File: config.mk
export PLATFORM = sky130hd
export DESIGN_NAME = pipeline_hazard_ctrl
export DESIGN_NICKNAME = d
export VERILOG_FILES = /design/src/rtl/pipeline_hazard_ctrl.sv
export SDC_FILE = /design/constraint.sdc
export NUM_CORES = 1
export LEC_CHECK = 0
export ABC_CLOCK_PERIOD_IN_PS = 3950
export BUFFER_PORTS_ARGS = -buffer_cell sky130_fd_sc_hd__clkbuf_2
export CORE_UTILIZATION = 60
export CTS_CLUSTER_SIZE = 25
export DETAILED_ROUTE_END_ITERATION = 10
export GPL_ROUTABILITY_DRIVEN = 0
export PLACE_DENSITY = 0.89
export SYNTH_ARGS = -nofsm -noshare
export SYNTH_HDL_FRONTEND = slang
export SYNTH_SLANG_ARGS = --single-unit
File: constraint.sdc
create_clock -name clk -period 3.95 [get_ports clk]
set_clock_uncertainty 0.2 [all_clocks]
set_input_delay 0.79 -clock clk [delete_from_list [all_inputs] [get_ports clk]]
set_output_delay 0.79 -clock clk [all_outputs]
set_load 0.005 [all_outputs]
File: src/rtl/pipeline_hazard_ctrl.sv
// Pipeline hazard controller: stall/flush enables for a 5-stage pipe, miss FSM, perf counters, watchdog.
// Enables are same-cycle combinational; state/counters registered. Misses freeze the pipe until the cache handshakes.
module pipeline_hazard_ctrl #(
  parameter int MISS_TIMEOUT = 255,
  parameter int STALL_CNT_W  = 32
) (
  input  logic                   clk,
  input  logic                   rst_n,
  input  logic                   load_use_hazard,
  input  logic                   branch_mispredict,
  input  logic                   icache_miss,
  input  logic                   icache_ready,
  input  logic                   dcache_miss,
  input  logic                   dcache_ready,
  input  logic                   perf_clr,
  output logic                   pc_write_en,
  output logic                   if_id_write_en,
  output logic                   id_ex_write_en,
  output logic                   ex_mem_write_en,
  output logic                   mem_wb_write_en,
  output logic                   if_id_flush_en,
  output logic                   id_ex_flush_en,
  output logic                   ex_mem_flush_en,
  output logic                   icache_abort,
  output logic [STALL_CNT_W-1:0] stall_cycles,
  output logic [15:0]            flush_count,
  output logic                   miss_timeout,
  output logic [1:0]             state
);

  typedef enum logic [1:0] {
    RUN    = 2'd0,
    I_WAIT = 2'd1,
    D_WAIT = 2'd2
  } state_t;

  localparam int WAIT_W = (MISS_TIMEOUT < 2) ? 1 : $clog2(MISS_TIMEOUT + 1);
  localparam logic [WAIT_W-1:0] WAIT_MAX = WAIT_W'(MISS_TIMEOUT);
  localparam logic [WAIT_W-1:0] WAIT_HIT = WAIT_W'(MISS_TIMEOUT - 1);

  state_t            state_q;
  state_t            state_nxt;
  logic              i_pend;
  logic [WAIT_W-1:0] wait_cnt;

  logic pc_we_c, if_id_we_c, id_ex_we_c, ex_mem_we_c, mem_wb_we_c;
  logic if_id_fl_c, id_ex_fl_c, ex_mem_fl_c, abort_c;
  logic mp_flush, set_ipend;

  always_comb begin
    pc_we_c     = 1'b1;
    if_id_we_c  = 1'b1;
    id_ex_we_c  = 1'b1;
    ex_mem_we_c = 1'b1;
    mem_wb_we_c = 1'b1;
    if_id_fl_c  = 1'b0;
    id_ex_fl_c  = 1'b0;
    ex_mem_fl_c = 1'b0;
    abort_c     = 1'b0;
    mp_flush    = 1'b0;
    set_ipend   = 1'b0;
    state_nxt   = state_q;
    case (state_q)
      RUN: begin
        if (dcache_miss) begin
          {pc_we_c, if_id_we_c, id_ex_we_c, ex_mem_we_c, mem_wb_we_c} = 5'b00000;
          state_nxt = D_WAIT;
        end else if (branch_mispredict) begin
          {if_id_fl_c, id_ex_fl_c, ex_mem_fl_c} = 3'b111;
          abort_c  = icache_miss;
          mp_flush = 1'b1;
        end else if (icache_miss) begin
          pc_we_c = 1'b0;
          if (load_use_hazard) begin
            if_id_we_c = 1'b0;
            id_ex_fl_c = 1'b1;
          end else begin
            if_id_fl_c = 1'b1;
          end
          state_nxt = I_WAIT;
        end else if (load_use_hazard) begin
          pc_we_c    = 1'b0;
          if_id_we_c = 1'b0;
          id_ex_fl_c = 1'b1;
        end
      end
      I_WAIT: begin
        if (dcache_miss) begin
          {pc_we_c, if_id_we_c, id_ex_we_c, ex_mem_we_c, mem_wb_we_c} = 5'b00000;
          set_ipend = 1'b1;
          state_nxt = D_WAIT;
        end else if (branch_mispredict) begin
          // The redirect kills the outstanding fetch, so the miss is abandoned.
          {if_id_fl_c, id_ex_fl_c, ex_mem_fl_c} = 3'b111;
          abort_c   = 1'b1;
          mp_flush  = 1'b1;
          state_nxt = RUN;
        end else begin
          if (load_use_hazard) begin
            pc_we_c    = 1'b0;
            if_id_we_c = 1'b0;
            id_ex_fl_c = 1'b1;
          end else if (!icache_ready) begin
            pc_we_c    = 1'b0;
            if_id_fl_c = 1'b1;
          end
          if (icache_ready) state_nxt = RUN;
        end
      end
      D_WAIT: begin
        {pc_we_c, if_id_we_c, id_ex_we_c, ex_mem_we_c, mem_wb_we_c} = 5'b00000;
        if (dcache_ready) state_nxt = i_pend ? I_WAIT : RUN;
      end
      default: state_nxt = RUN;
    endcase
  end

  // While in reset the pipe sees the plain "advance" set regardless of the decoded state.
  assign pc_write_en     = pc_we_c     | ~rst_n;
  assign if_id_write_en  = if_id_we_c  | ~rst_n;
  assign id_ex_write_en  = id_ex_we_c  | ~rst_n;
  assign ex_mem_write_en = ex_mem_we_c | ~rst_n;
  assign mem_wb_write_en = mem_wb_we_c | ~rst_n;
  assign if_id_flush_en  = if_id_fl_c  & rst_n;
  assign id_ex_flush_en  = id_ex_fl_c  & rst_n;
  assign ex_mem_flush_en = ex_mem_fl_c & rst_n;
  assign icache_abort    = abort_c     & rst_n;
  assign state           = state_q;

  always_ff @(posedge clk or negedge rst_n) begin
    if (!rst_n) begin
      state_q      <= RUN;
      i_pend       <= 1'b0;
      wait_cnt     <= '0;
      stall_cycles <= '0;
      flush_count  <= '0;
      miss_timeout <= 1'b0;
    end else begin
      state_q <= state_nxt;

      if (set_ipend) i_pend <= 1'b1;
      else if (state_q == D_WAIT && dcache_ready) i_pend <= 1'b0;

      if (state_nxt == RUN) wait_cnt <= '0;
      else if (state_q != RUN && wait_cnt != WAIT_MAX) wait_cnt <= wait_cnt + WAIT_W'(1);

      // Saturated wait_cnt never re-crosses WAIT_HIT, so a clear stays cleared within one episode.
      if (perf_clr) miss_timeout <= 1'b0;
      else if (state_q != RUN && wait_cnt == WAIT_HIT) miss_timeout <= 1'b1;

      if (perf_clr) stall_cycles <= '0;
      else if (!pc_we_c && stall_cycles != '1) stall_cycles <= stall_cycles + STALL_CNT_W'(1);

      if (perf_clr) flush_count <= '0;
      else if (mp_flush && flush_count != 16'hFFFF) flush_count <= flush_count + 16'd1;
    end
  end

endmodule

* Word-level counts from Yosys, hierarchy flattened
Cells that the tools add are included.
** Storage, ports and cells
- Bits in registers :: 60
- Input bits :: 9
- Output and inout bits :: 60
** Operators by class
- Add/sub/neg operators :: 3
- Eq/ne operators :: 6
- Muxes and demuxes :: 53
- Bitwise operators :: 8
- Reduce and logical (&&, ||, !) cells :: 15
** Operators by type and width (count)
- $mux 32 :: 2
- $mux 1 :: 34
- $add 32x1->32 const B :: 1
- $mux 16 :: 2
- $ne 32x32->1 const B :: 1
- $add 16x1->16 const B :: 1
- $mux 8 :: 2
- $ne 16x16->1 const B :: 1
- $mux 2 :: 7
- $reduce_bool 2->1 :: 6
- $add 8x1->8 const B :: 1
- $eq 8x8->1 const B :: 1
- $ne 8x8->1 const B :: 1
- $pmux 1 s2 :: 4
- $pmux 2 s3 :: 1
- $logic_and 1x1->1 :: 5
- $and 1x1->1 :: 4
- $logic_not 2->1 :: 2
- $or 1x1->1 :: 3
- $pmux 1 s3 :: 1
- $eq 2x1->1 const B :: 1
- $eq 2x2->1 const B :: 1
- $reduce_or 2->1 :: 1
- $logic_not 1->1 :: 1
- $not 1->1 :: 1

* Depth between registers and ports, before layout
Gate-level depths: netlist (run 1).
- Depth in word-level cells :: 9
- Gate-level depth with buffers :: 8

* Least setup slack after synthesis (run 1)
OpenSTA, ideal clock, no wires.
- Path type :: input port to output port
- Start :: input dcache_miss
- End :: output pc_write_en
- Arrival :: 1505 ps
- Path slack :: 1455 ps
- Cell stages on the path :: 4
- Cells stage by stage :: nor3b_2 -> a21oi_1 -> and2_1 -> nand2_1
** On the way
- Cells in the longest elaborated chain, start to end :: 3
- Elaborated cells on any way between the ends :: 4
- Those cells by class :: mux: 3; bitwise: 1
** Ends and longest elaborated chain
- start, declared :: RTL line 13 : input logic dcache_miss,
- $mux 1 (on tied branches) :: RTL line 88, 65
- $pmux 1 s3 * :: RTL line 63 : case (state_q)
- $or 1x1->1 * :: RTL line 119 : assign pc_write_en = pc_we_c | ~rst_n;
- end, declared :: RTL line 16 : output logic pc_write_en,
Mark *: on every way between the ends. The rest lies on a longest branch, timed or not.

* Final worst setup path (run 1)
- Start :: input branch_mispredict
- End :: output pc_write_en
** On the way
- Cells in the longest elaborated chain, start to end :: 4
- Elaborated cells on any way between the ends :: 6
- Those cells by class :: mux: 5; bitwise: 1
** Ends and longest elaborated chain
- start, declared :: RTL line 10 : input logic branch_mispredict,
- $mux 1 (on tied branches) :: RTL line 92, 68
- $mux 1 (on tied branches) :: RTL line 88, 65
- $pmux 1 s3 * :: RTL line 63
- $or 1x1->1 * :: RTL line 119
Marks and branches as above.

==> impl_metrics.py, run 1 <==
metrics = {
    "synth": {
        "synth_top_cell_by_area": "sky130_fd_sc_hd__dfrtp_1",
        "synth-seq-area-share_pct": 43.6,
        "area_fraction_of_the_dominant_cell_type_after_synthesis_pct": 43.6,
        "ys_top_cells_by_count": "60 x sky130_fd_sc_hd__dfrtp_1, 53 x sky130_fd_sc_hd__nor2_1, 24 x sky130_fd_sc_hd__a21oi_1",
        "post_synth_design_cell_area_mm2": 0.00344,
        "syn_inst": 377,
        "synthMostInstantiatedCell": "sky130_fd_sc_hd__dfrtp_1",
        "synth.ff_latch_count": 60,
        "syn-num-nets": 390,
        "yosys_warnings": 0,
        "synth-edff-count": 0,
        "ys_dominant_reg_cell": "sky130_fd_sc_hd__dfrtp_1",
        "synth.distinct_cells": 50,
        "top_area_cells_in_the_synthesized_netlist": "sky130_fd_sc_hd__dfrtp_1 44%, sky130_fd_sc_hd__nor2_1 5.8%, sky130_fd_sc_hd__o31ai_1 3.7%, sky130_fd_sc_hd__or4_1 3.7%, sky130_fd_sc_hd__a21oi_1 3.5%",
        "postSynthAreaPerCell_um2": 9.13,
        "ys_async_sr_fraction_pct": 100,
    },
    "die": {
        "initial_utilization_pct": 62.5,
        "die_span_x_um": 77.7,
        "coreArea_mm2": 0.00551,
        "std_cell_rows": 27,
        "die_h_um": 77.7,
        "boundaryPins": 69,
        "die_area_mm2": 0.00604,
    },
    "setup_path": {
        "critical-path-slowest-cell": "sky130_fd_sc_hd__nor3b_2",
        "cp_max_fo": 7,
        "path_delay_family": "simple AND/OR/NAND/NOR gates",
        "crit_path_start_kind": "input pin",
        "reg2reg_slack_ns": 1.27,
        "worst_setup_path_end_kind": "primary output",
        "worst-path-buf-inv": 2,
        "path_depth_of_the_worst_reg2reg_path": 6,
        "critical_path_arrival_ns": 1.93,
        "critical_path_s_most_frequent_cell": "sky130_fd_sc_hd__clkbuf_2",
        "cp.required_ns": 2.96,
        "timing.critical_path.cells": "clkbuf_2, nor3b_2, a21oi_1, and2_1, nand2_1, clkbuf_2",
        "r2r_start": "stall_cycles[0]",
        "reg2reg_to": "stall_cycles[28]",
        "critical_path.max_stage_delay_ns": 0.38,
        "critPathKind": "in -> out",
    },
    "cells_and_area": {
        "num_antenna_cells": 0,
        "layout.filler_cells": 404,
        "layout-drive-gt1-share_pct": 23.3,
        "areaGrowthSynthToFinish_pct": 16.7,
        "layoutNonFillerInstCount": 518,
        "final_nets": 454,
        "area.sequential_mm2": 0.00150,
        "multi_input_area_mm2": 0.00181,
    },
    "clock_tree": {
        "cts.root.buffer_cell": "sky130_fd_sc_hd__clkbuf_8",
        "cts_setup_buffers": 0,
        "cts.path.max_buffers": 2,
        "post_cts_hold_buffer_count": 0,
        "clock_tree.htree_level_count": 3,
        "clk_pin_slew_worst_paths_ns": 0.07,
        "insertion_delay_ns": 0.35,
        "post_cts_resize_count": 0,
        "cts_inserted_buffers": 9,
        "cts_num_sinks": 60,
        "tritoncts": "done",
    },
    "placement": {
        "placement.io_buffers": 68,
        "dpl.cell_count": 502,
        "hpwl_mm": 5.42,
        "dpl_worst_slack_ns": 0.896,
    },
    "drt": {
        "viasPerCell": 6.11,
        "drt_iter0_markers": 280,
        "average_routed_wire_per_standard_cell_um": 15.3,
        "drt-total-wl_mm": 7.94,
        "route.antenna.remaining_nets": 0,
        "drtPass1Iterations": 5,
        "remaining_drc_errors": 0,
        "num_vias": 3163,
    },
    "sta": {
        "setup-violations-final": 0,
        "setup_tns_ns": 0,
        "timing.max_slew.rel_slack_pct": 19.6,
        "final.period_utilization_pct": 74.0,
        "slew_violations": 0,
        "worst_slack_ns": 1.03,
        "highest_clock_rate_ghz": 0.342,
        "timing.hold.ws_ns": 0.211,
        "timing.final.hold_violations": 0,
        "tightest_slew_ns": 1.21,
        "grt_setup_unrepaired": "false",
        "fin_crit_ns": 2.92,
    },
    "global_route": {
        "grt_overflow_total": 0,
        "grt_pass1_vias": 2987,
        "grt_antenna_before_repair": 0,
        "grt_util_all_layers_pct": 27.7,
        "grt_max_degree": 61,
        "grt_pass1_wl_mm": 13.3,
    },
    "run_status": {
        "outcome": "completed",
    },
    "power": {
        "peakVddDrop_v": 0.000260,
        "p_leak_nw": 1.74,
        "power_density_mw_per_mm2": 342,
    },
    "job": {
        "number_of_max_cap_violations": 0,
    },
    "worst_hold_path": {
        "hold_class": "in -> async",
    },
}
-- how the worst max path moves through the flow --
stage | start | endpoint | slack (ns) | cells after the start
after global routing | state[1] | pc_write_en | 0.89 | 5
after global placement | branch_mispredict | stall_cycles[5] | 0.97 | 6
final | branch_mispredict | pc_write_en | 1.03 | 6
after floorplan | dcache_miss | pc_write_en | 1.45 | 4
after CTS | branch_mispredict | pc_write_en | 1.04 | 6
after detailed placement | branch_mispredict | stall_cycles[5] | 0.90 | 6
-- routing by layer --
layer  wire length [um]  share of wire [%]  vias to the layer above  global-route usage [%]
li1                   -                  -                     1524                       -
met1               3480                 44                     1507                    35.4
met2               3890                 49                      113                    45.4
met3                407                5.1                       19                    5.53
met4                158                2.0                        0                    12.3
met5                  0                  0                        -                       0
-- logic make-up after synthesis --
kind of cell	share of synthesized area, %
AOI/OAI and AO/OA	13.4
xor gates and xnor gates	5.09
adders and majority gates	1.45
buffers and inverters	3.67
DFF	43.6
muxes	3.56
and+or+nand+nor	29.2
-- placed cells by master, fill, tap and decap left out, drive strengths merged, types with 3 or more instances in the layout --
master,synthesis,final
o2111ai,3,3
nand2,20,20
inv,12,12
xnor2,12,12
and2,7,7
nor3,7,7
nor2b,12,12
o21ai,10,10
o31ai,17,17
nor4,12,12
a21oi,24,24
nand3,19,19
dfrtp,60,60
clkinv,0,3
xor2,8,8
mux2,10,10
nor2,53,53
clkbuf,9,78
or3,4,4
or4,17,17
nand2b,3,3
nor3b,3,3
nand4,17,17
buf,9,3
ha,4,4
-- metrics by stage --
stage / utilization [%] / area, um2 / power (mW)
final: 72.9 / 4010 / 1.37
after global routing: 72.9 / 4010 / 1.43
after CTS: 72.9 / 4010 / 1.38
after detailed placement: 69.2 / 3810 / 0.821
after global placement: 69.2 / 3810 / 0.812
after floorplan: - / 3440 / 0.766
-- power breakdown --
group / total (mW) / internal (mW) / switching (mW)
Combinational: 0.142 / 0.0540 / 0.0877
Sequential: 0.667 / 0.634 / 0.0322
Clock: 0.564 / 0.307 / 0.257
-- state kept, by name (all words and copies together) (netlist names) --
signal,flops
miss_timeout,1
i_pend,1
flush_count,16
wait_cnt,8
stall_cycles,32
state,2
-- worst reg2reg max path, delay by kind of cell, from the launching register on --
family                   cells  cell delay, ns
flip-flops                   1            0.44
adder cells (fa/ha/maj)      1            0.23
multiplexers                 1            0.32
AND/OR/NAND/NOR              4            1.37
-- area by class of cell --
class | count | area share, %
Tap cell | 72 | 2.24
Multi-Input combinational cell | 287 | 45.2
Sequential cell | 60 | 37.4
Clock buffer | 10 | 3.43
Clock inverter | 6 | 1.59
Inverter | 12 | 1.12
Timing Repair Buffer | 71 | 9.04
No activity file was read; power rests on OpenSTA's default activity.
==> run 2, diff against run 1 <==
Settings changed: ABC_CLOCK_PERIOD_IN_PS 3950 to 3000, CORE_UTILIZATION 60 to 55, PLACE_DENSITY 0.89 to 0.83.
Clock period 3.95 ns to 3 ns, I/O delays scaled along.
==> run 2 against run 1 <==
  * Global-route usage shrank 1.5 points
  * Count of clock-buffer cells in the layout shrank 1
  * Non-clock buffer count grew 12
  * Via count grew 2.2%
  * Register-to-register slack lost 0.80 ns
  * Setup slack lost 0.70 ns
  * Sequential share of layout area shrank 0.87 points
  * Design area grew 2.4%
  * Critical endpoint is now icache_abort
==> impl_metrics.py, run 2 (same netlist as run 1, synthesis figures left out) <==
metrics = {
    "cells_and_area": {
        "num_antenna_cells": 0,
        "top_register": "stall_cycles",
        "final_common_cell": "sky130_fd_sc_hd__clkbuf_2",
        "areaGrowthSynthToFinish_pct": 19.4,
        "final_nets": 466,
        "layout-drive-gt1-share_pct": 25.1,
        "mostFrequentLayoutCells": "68 x sky130_fd_sc_hd__clkbuf_2, 60 x sky130_fd_sc_hd__dfrtp_1, 53 x sky130_fd_sc_hd__nor2_1",
        "layout.filler_cells": 476,
        "number_of_flip_flops_under_the_largest_register_name": 32,
        "biggest_regs": "stall_cycles (32), flush_count (16), wait_cnt (8)",
    },
    "sta": {
        "grt_setup_unrepaired": "false",
        "setup_tns_ns": 0,
        "timing.final.hold_violations": 0,
        "setup-violations-final": 0,
        "final.period_utilization_pct": 89.2,
        "slew_violations": 0,
        "timing.max_slew.rel_slack_pct": 61.0,
        "worst_slack_ns": 0.323,
        "highest_clock_rate_ghz": 0.374,
        "fin_crit_ns": 2.68,
        "tightest_slew_ns": 0.585,
    },
    "global_route": {
        "grt_util_all_layers_pct": 26.2,
        "grt_overflow_total": 0,
        "grt_pass1_wl_mm": 13.3,
        "grt_antenna_before_repair": 0,
        "grt_max_degree": 29,
        "grt_pass1_vias": 3014,
    },
    "clock_tree": {
        "clock_tree.htree_level_count": 3,
        "cts_inserted_buffers": 9,
        "clk_pin_slew_worst_paths_ns": 0.06,
        "cts.path.max_buffers": 2,
        "insertion_delay_ns": 0.34,
        "tritoncts": "done",
        "cts_num_sinks": 60,
        "cts.root.buffer_cell": "sky130_fd_sc_hd__clkbuf_8",
        "cts_setup_buffers": 0,
    },
    "drt": {
        "viasPerCell": 6.07,
        "drt_iter0_markers": 229,
        "average_routed_wire_per_standard_cell_um": 14.9,
        "drt-total-wl_mm": 7.94,
        "met3_wirelength_um": 375,
        "remaining_drc_errors": 0,
        "num_vias": 3234,
        "route.layer.met1.wl_mm": 3.51,
        "drtPass1Iterations": 4,
        "top_signal_layer_used": "met4",
        "route.met2.wl_mm": 3.94,
        "route.antenna.remaining_nets": 0,
    },
    "setup_path": {
        "critical_path_s_most_frequent_cell": "sky130_fd_sc_hd__clkbuf_2",
        "cp_max_fo": 13,
        "cp.required_ns": 2.20,
        "critical_path.max_stage_delay_ns": 0.52,
        "worst-path-buf-inv": 3,
        "critical_path_arrival_ns": 1.88,
        "path_delay_family": "buffers and inverters",
        "critical-path-slowest-cell": "sky130_fd_sc_hd__dlygate4sd3_1",
        "critPathKind": "in -> out",
        "worst_setup_path_end_kind": "primary output",
        "crit_path_start_kind": "input pin",
        "timing.critical_path.cells": "dlygate4sd3_1, clkbuf_2, and2_1, o21a_1, clkbuf_2",
    },
    "die": {
        "coreArea_mm2": 0.00599,
        "std_cell_rows": 28,
        "die_area_mm2": 0.00658,
        "initial_utilization_pct": 57.4,
        "die_h_um": 81.1,
        "die_span_x_um": 81.1,
        "boundaryPins": 69,
    },
    "placement": {
        "hpwl_mm": 5.72,
        "dpl_worst_slack_ns": 0.284,
        "placement.io_buffers": 68,
    },
    "power": {
        "power_density_mw_per_mm2": 439,
        "power_mw": 1.80,
        "p_leak_nw": 1.80,
        "peakVddDrop_v": 0.000297,
    },
    "worst_hold_path": {
        "hold_class": "in -> reg",
    },
    "job": {
        "number_of_max_cap_violations": 0,
    },
    "run_status": {
        "outcome": "completed",
    },
}
## run 2: stage by stage
step	instances	hold slack [ns]	utilization (%)	cell area (um2)
3_3_place_gp	516	0.303	65.1	3900
4_1_cts	533	0.312	68.6	4110
3_5_place_dp	516	0.313	65.1	3900
6_report	533	0.323	68.6	4110
5_1_grt	533	0.359	68.6	4110
2_1_floorplan	377	0.104	-	3440
## run 2: layout make-up
| class | instances | area (um2) | share of cell area, % |
|---|---|---|---|
| Timing Repair Buffer | 83 | 455 | 11.1 |
| Clock buffer | 9 | 124 | 3.01 |
| Inverter | 12 | 45.0 | 1.10 |
| Clock inverter | 7 | 76.3 | 1.86 |
| Sequential cell | 60 | 1500 | 36.5 |
| Multi-Input combinational cell | 287 | 1810 | 44.1 |
| Tap cell | 75 | 93.8 | 2.28 |
## run 2: timing repair
item,in CTS,in global routing
hold buffers,1,0
endpoints found under the hold margin,5,0
gates resized for setup,0,0
## run 2: where the power goes
group          internal [mW]  total (mW)  switching (mW)
sequential             0.835       0.879          0.0435
clock                  0.387       0.728           0.342
combinational         0.0809       0.197           0.116
total                   1.30        1.80           0.501
## run 2: path summary, 6_finish.rpt
path / startpoint / endpoint / slack (ns) / depth (start not counted)
setup / recovery: rst_n / icache_abort / 0.32 / 5
hold / removal: dcache_ready / state[0] / 0.32 / 3
setup reg to reg: stall_cycles[0] / stall_cycles[26] / 0.47 / 7
hold reg to reg: stall_cycles[22] / stall_cycles[22] / 0.32 / 1
max in group asynchronous: rst_n / stall_cycles[1] / 1.40 / 3
min in group asynchronous: rst_n / flush_count[6] / 0.50 / 2
## run 2: tightest hold or removal path, delay by kind of cell
family | cells | cell delay, ns
compound gates | 1 | 0.06
buf+inv | 1 | 0.09
simple gates | 1 | 0.07
## run 2: routing by layer
| layer | global-route usage, % | vias up |
|---|---|---|
| li1 | - | 1550 |
| met3 | 4.49 | 14 |
| met2 | 44.3 | 100 |
| met4 | 12.1 | 0 |
| met1 | 32.6 | 1570 |
| met5 | 0 | - |
==> run 3, diff against run 2 <==
Settings changed: ABC_CLOCK_PERIOD_IN_PS 3000 to 2600.
Clock period 3 ns to 2.6 ns, I/O delays scaled along.
==> run 3 against run 2 <==
  * Global-route usage is 2.5 points higher
  * Clock power is 28% higher
  * Flip-flop and latch count stayed put
  * Setup slack worse by 0.22 ns
  * Register-to-register slack worse by 0.30 ns
  * Hold slack worse by 0.068 ns
  * Non-clock buffer count is 4 higher
  * Largest cell class unchanged
==> impl_metrics.py, run 3 (same netlist as run 1, synthesis figures left out) <==
metrics = {
    "setup_path": {
        "critPathKind": "in -> out",
        "critical-path-slowest-cell": "sky130_fd_sc_hd__dlygate4sd3_1",
        "reg2reg_to": "stall_cycles[27]",
        "reg2reg_slack_ns": 0.17,
        "cp_max_fo": 13,
        "crit_path_start_kind": "input pin",
        "timing.critical_path.cells": "dlygate4sd3_1, buf_2, and2_1, o21a_1, clkbuf_2",
        "path_depth_of_the_worst_reg2reg_path": 6,
        "worst_setup_path_end_kind": "primary output",
        "cp.required_ns": 1.88,
        "r2r_start": "stall_cycles[10]",
        "critical_path.max_stage_delay_ns": 0.52,
        "critical_path_arrival_ns": 1.77,
    },
    "worst_hold_path": {
        "timing.hold.worst_path_depth": 3,
        "hold_path_startpoint": "dcache_ready",
        "hold_class": "in -> reg",
        "hold_end": "state[1]",
    },
    "cells_and_area": {
        "layout.filler_cells": 458,
        "final_common_cell": "sky130_fd_sc_hd__clkbuf_2",
        "mostFrequentLayoutCells": "67 x sky130_fd_sc_hd__clkbuf_2, 59 x sky130_fd_sc_hd__dfrtp_1, 52 x sky130_fd_sc_hd__nor2_1",
        "biggest_regs": "stall_cycles (32), flush_count (16), wait_cnt (8)",
        "top_register": "stall_cycles",
        "areaGrowthSynthToFinish_pct": 21.2,
        "final_nets": 470,
        "num_antenna_cells": 0,
        "layout-drive-gt1-share_pct": 26.4,
        "design_area_mm2": 0.00417,
        "number_of_flip_flops_under_the_largest_register_name": 32,
    },
    "sta": {
        "grt_setup_unrepaired": "false",
        "slew_violations": 0,
        "highest_clock_rate_ghz": 0.401,
        "setup_tns_ns": 0,
        "timing.final.hold_violations": 0,
        "setup-violations-final": 0,
        "tightest_slew_ns": 0.807,
        "fin_crit_ns": 2.49,
        "timing.max_slew.rel_slack_pct": 45.8,
        "final.period_utilization_pct": 95.9,
        "worst_slack_ns": 0.107,
        "timing.hold.ws_ns": 0.255,
    },
    "drt": {
        "drtPass1Iterations": 5,
        "drt_iter0_markers": 187,
        "average_routed_wire_per_standard_cell_um": 15.7,
        "viasPerCell": 6.07,
        "route.antenna.remaining_nets": 0,
        "drt-total-wl_mm": 8.41,
        "num_vias": 3258,
        "remaining_drc_errors": 0,
    },
    "die": {
        "std_cell_rows": 28,
        "die_area_mm2": 0.00658,
        "coreArea_mm2": 0.00599,
        "die_span_x_um": 81.1,
        "boundaryPins": 69,
        "initial_utilization_pct": 57.4,
        "die_h_um": 81.1,
    },
    "clock_tree": {
        "clk_pin_slew_worst_paths_ns": 0.06,
        "insertion_delay_ns": 0.35,
        "cts_num_sinks": 60,
        "tritoncts": "done",
        "clock_tree.htree_level_count": 3,
        "cts.root.buffer_cell": "sky130_fd_sc_hd__clkbuf_8",
        "cts_inserted_buffers": 9,
        "cts.path.max_buffers": 2,
    },
    "global_route": {
        "grt_overflow_total": 0,
        "grt_pass1_vias": 3051,
        "grt_max_degree": 41,
        "grt_util_all_layers_pct": 28.7,
        "grt_antenna_before_repair": 0,
        "grt_pass1_wl_mm": 14.2,
    },
    "power": {
        "netSwitchingPower_mw": 0.563,
        "intPower_mw": 1.62,
        "p_leak_nw": 1.84,
        "comb_power_share_pct": 10.6,
        "power.switching_fraction_pct": 25.8,
        "peakVddDrop_v": 0.000435,
        "power.clock.fraction_pct": 42.8,
        "sequential_share_of_power_pct": 46.5,
        "power_density_mw_per_mm2": 524,
    },
    "run_status": {
        "outcome": "completed",
    },
    "placement": {
        "dpl_worst_slack_ns": 0.0714,
        "placement.io_buffers": 68,
        "dpl-instance-area_mm2": 0.00393,
        "hpwl_mm": 5.90,
    },
    "job": {
        "number_of_max_cap_violations": 0,
    },
}
[run 3: timing repair]
item / CTS / global route
gates resized for setup: 2 / 3
hold endpoints to repair: 6 / 0
pin swaps: 0 / 1
setup endpoints to repair: 1 / 12
setup buffers: 0 / 0
hold buffers: 1 / 0
[run 3: final cells by class]
| type | instances | area, um2 | area share [%] |
|---|---|---|---|
| Sequential cell | 60 | 1500 | 36.0 |
| Tap cell | 75 | 93.8 | 2.25 |
| Multi-Input combinational cell | 287 | 1830 | 43.8 |
| Inverter | 12 | 45.0 | 1.08 |
| Clock inverter | 5 | 75.1 | 1.80 |
| Timing Repair Buffer | 87 | 485 | 11.6 |
| Clock buffer | 11 | 141 | 3.39 |
[run 3: worst max-delay path by stage]
stage	end	cells past startpoint	slack [ns]	from
global placement	stall_cycles[5]	7	0.18	branch_mispredict
CTS	icache_abort	5	0.07	rst_n
detailed placement	stall_cycles[7]	7	0.07	branch_mispredict
global route	pc_write_en	5	0.01	state[0]
finish	icache_abort	5	0.11	rst_n
floorplan	stall_cycles[28]	6	0.27	stall_cycles[0]
[run 3: critical path, delay by kind of cell]
family	cells	cell delay, ns
AND/OR/NAND/NOR	1	0.20
buffers and inverters	3	0.93
AO/OA/AOI/OAI	1	0.12
[run 3: per-layer routing]
metal	GRT usage [%]	vias up	wire, um
li1	-	1554	-
met1	36.3	1568	3720
met2	46.7	111	4050
met3	6.07	25	408
met4	13.6	0	226
met5	0	-	0
[run 3: power groups by stage]
stage | logic, mW | registers (mW) | clock network, mW
floorplan | 0.148 | 1.02 | 0
global placement | 0.222 | 1.03 | 0
detailed placement | 0.232 | 1.03 | 0
CTS | 0.234 | 1.01 | 0.948
global route | 0.268 | 1.02 | 0.994
finish | 0.232 | 1.02 | 0.935
[run 3: metrics by stage]
stage          power [mW]  instances  util, %
2_1_floorplan        1.16        377        -
3_3_place_gp         1.25        520     65.6
3_5_place_dp         1.26        520     65.6
4_1_cts              2.20        537     69.4
5_1_grt              2.28        537     69.6
6_report             2.18        537     69.6
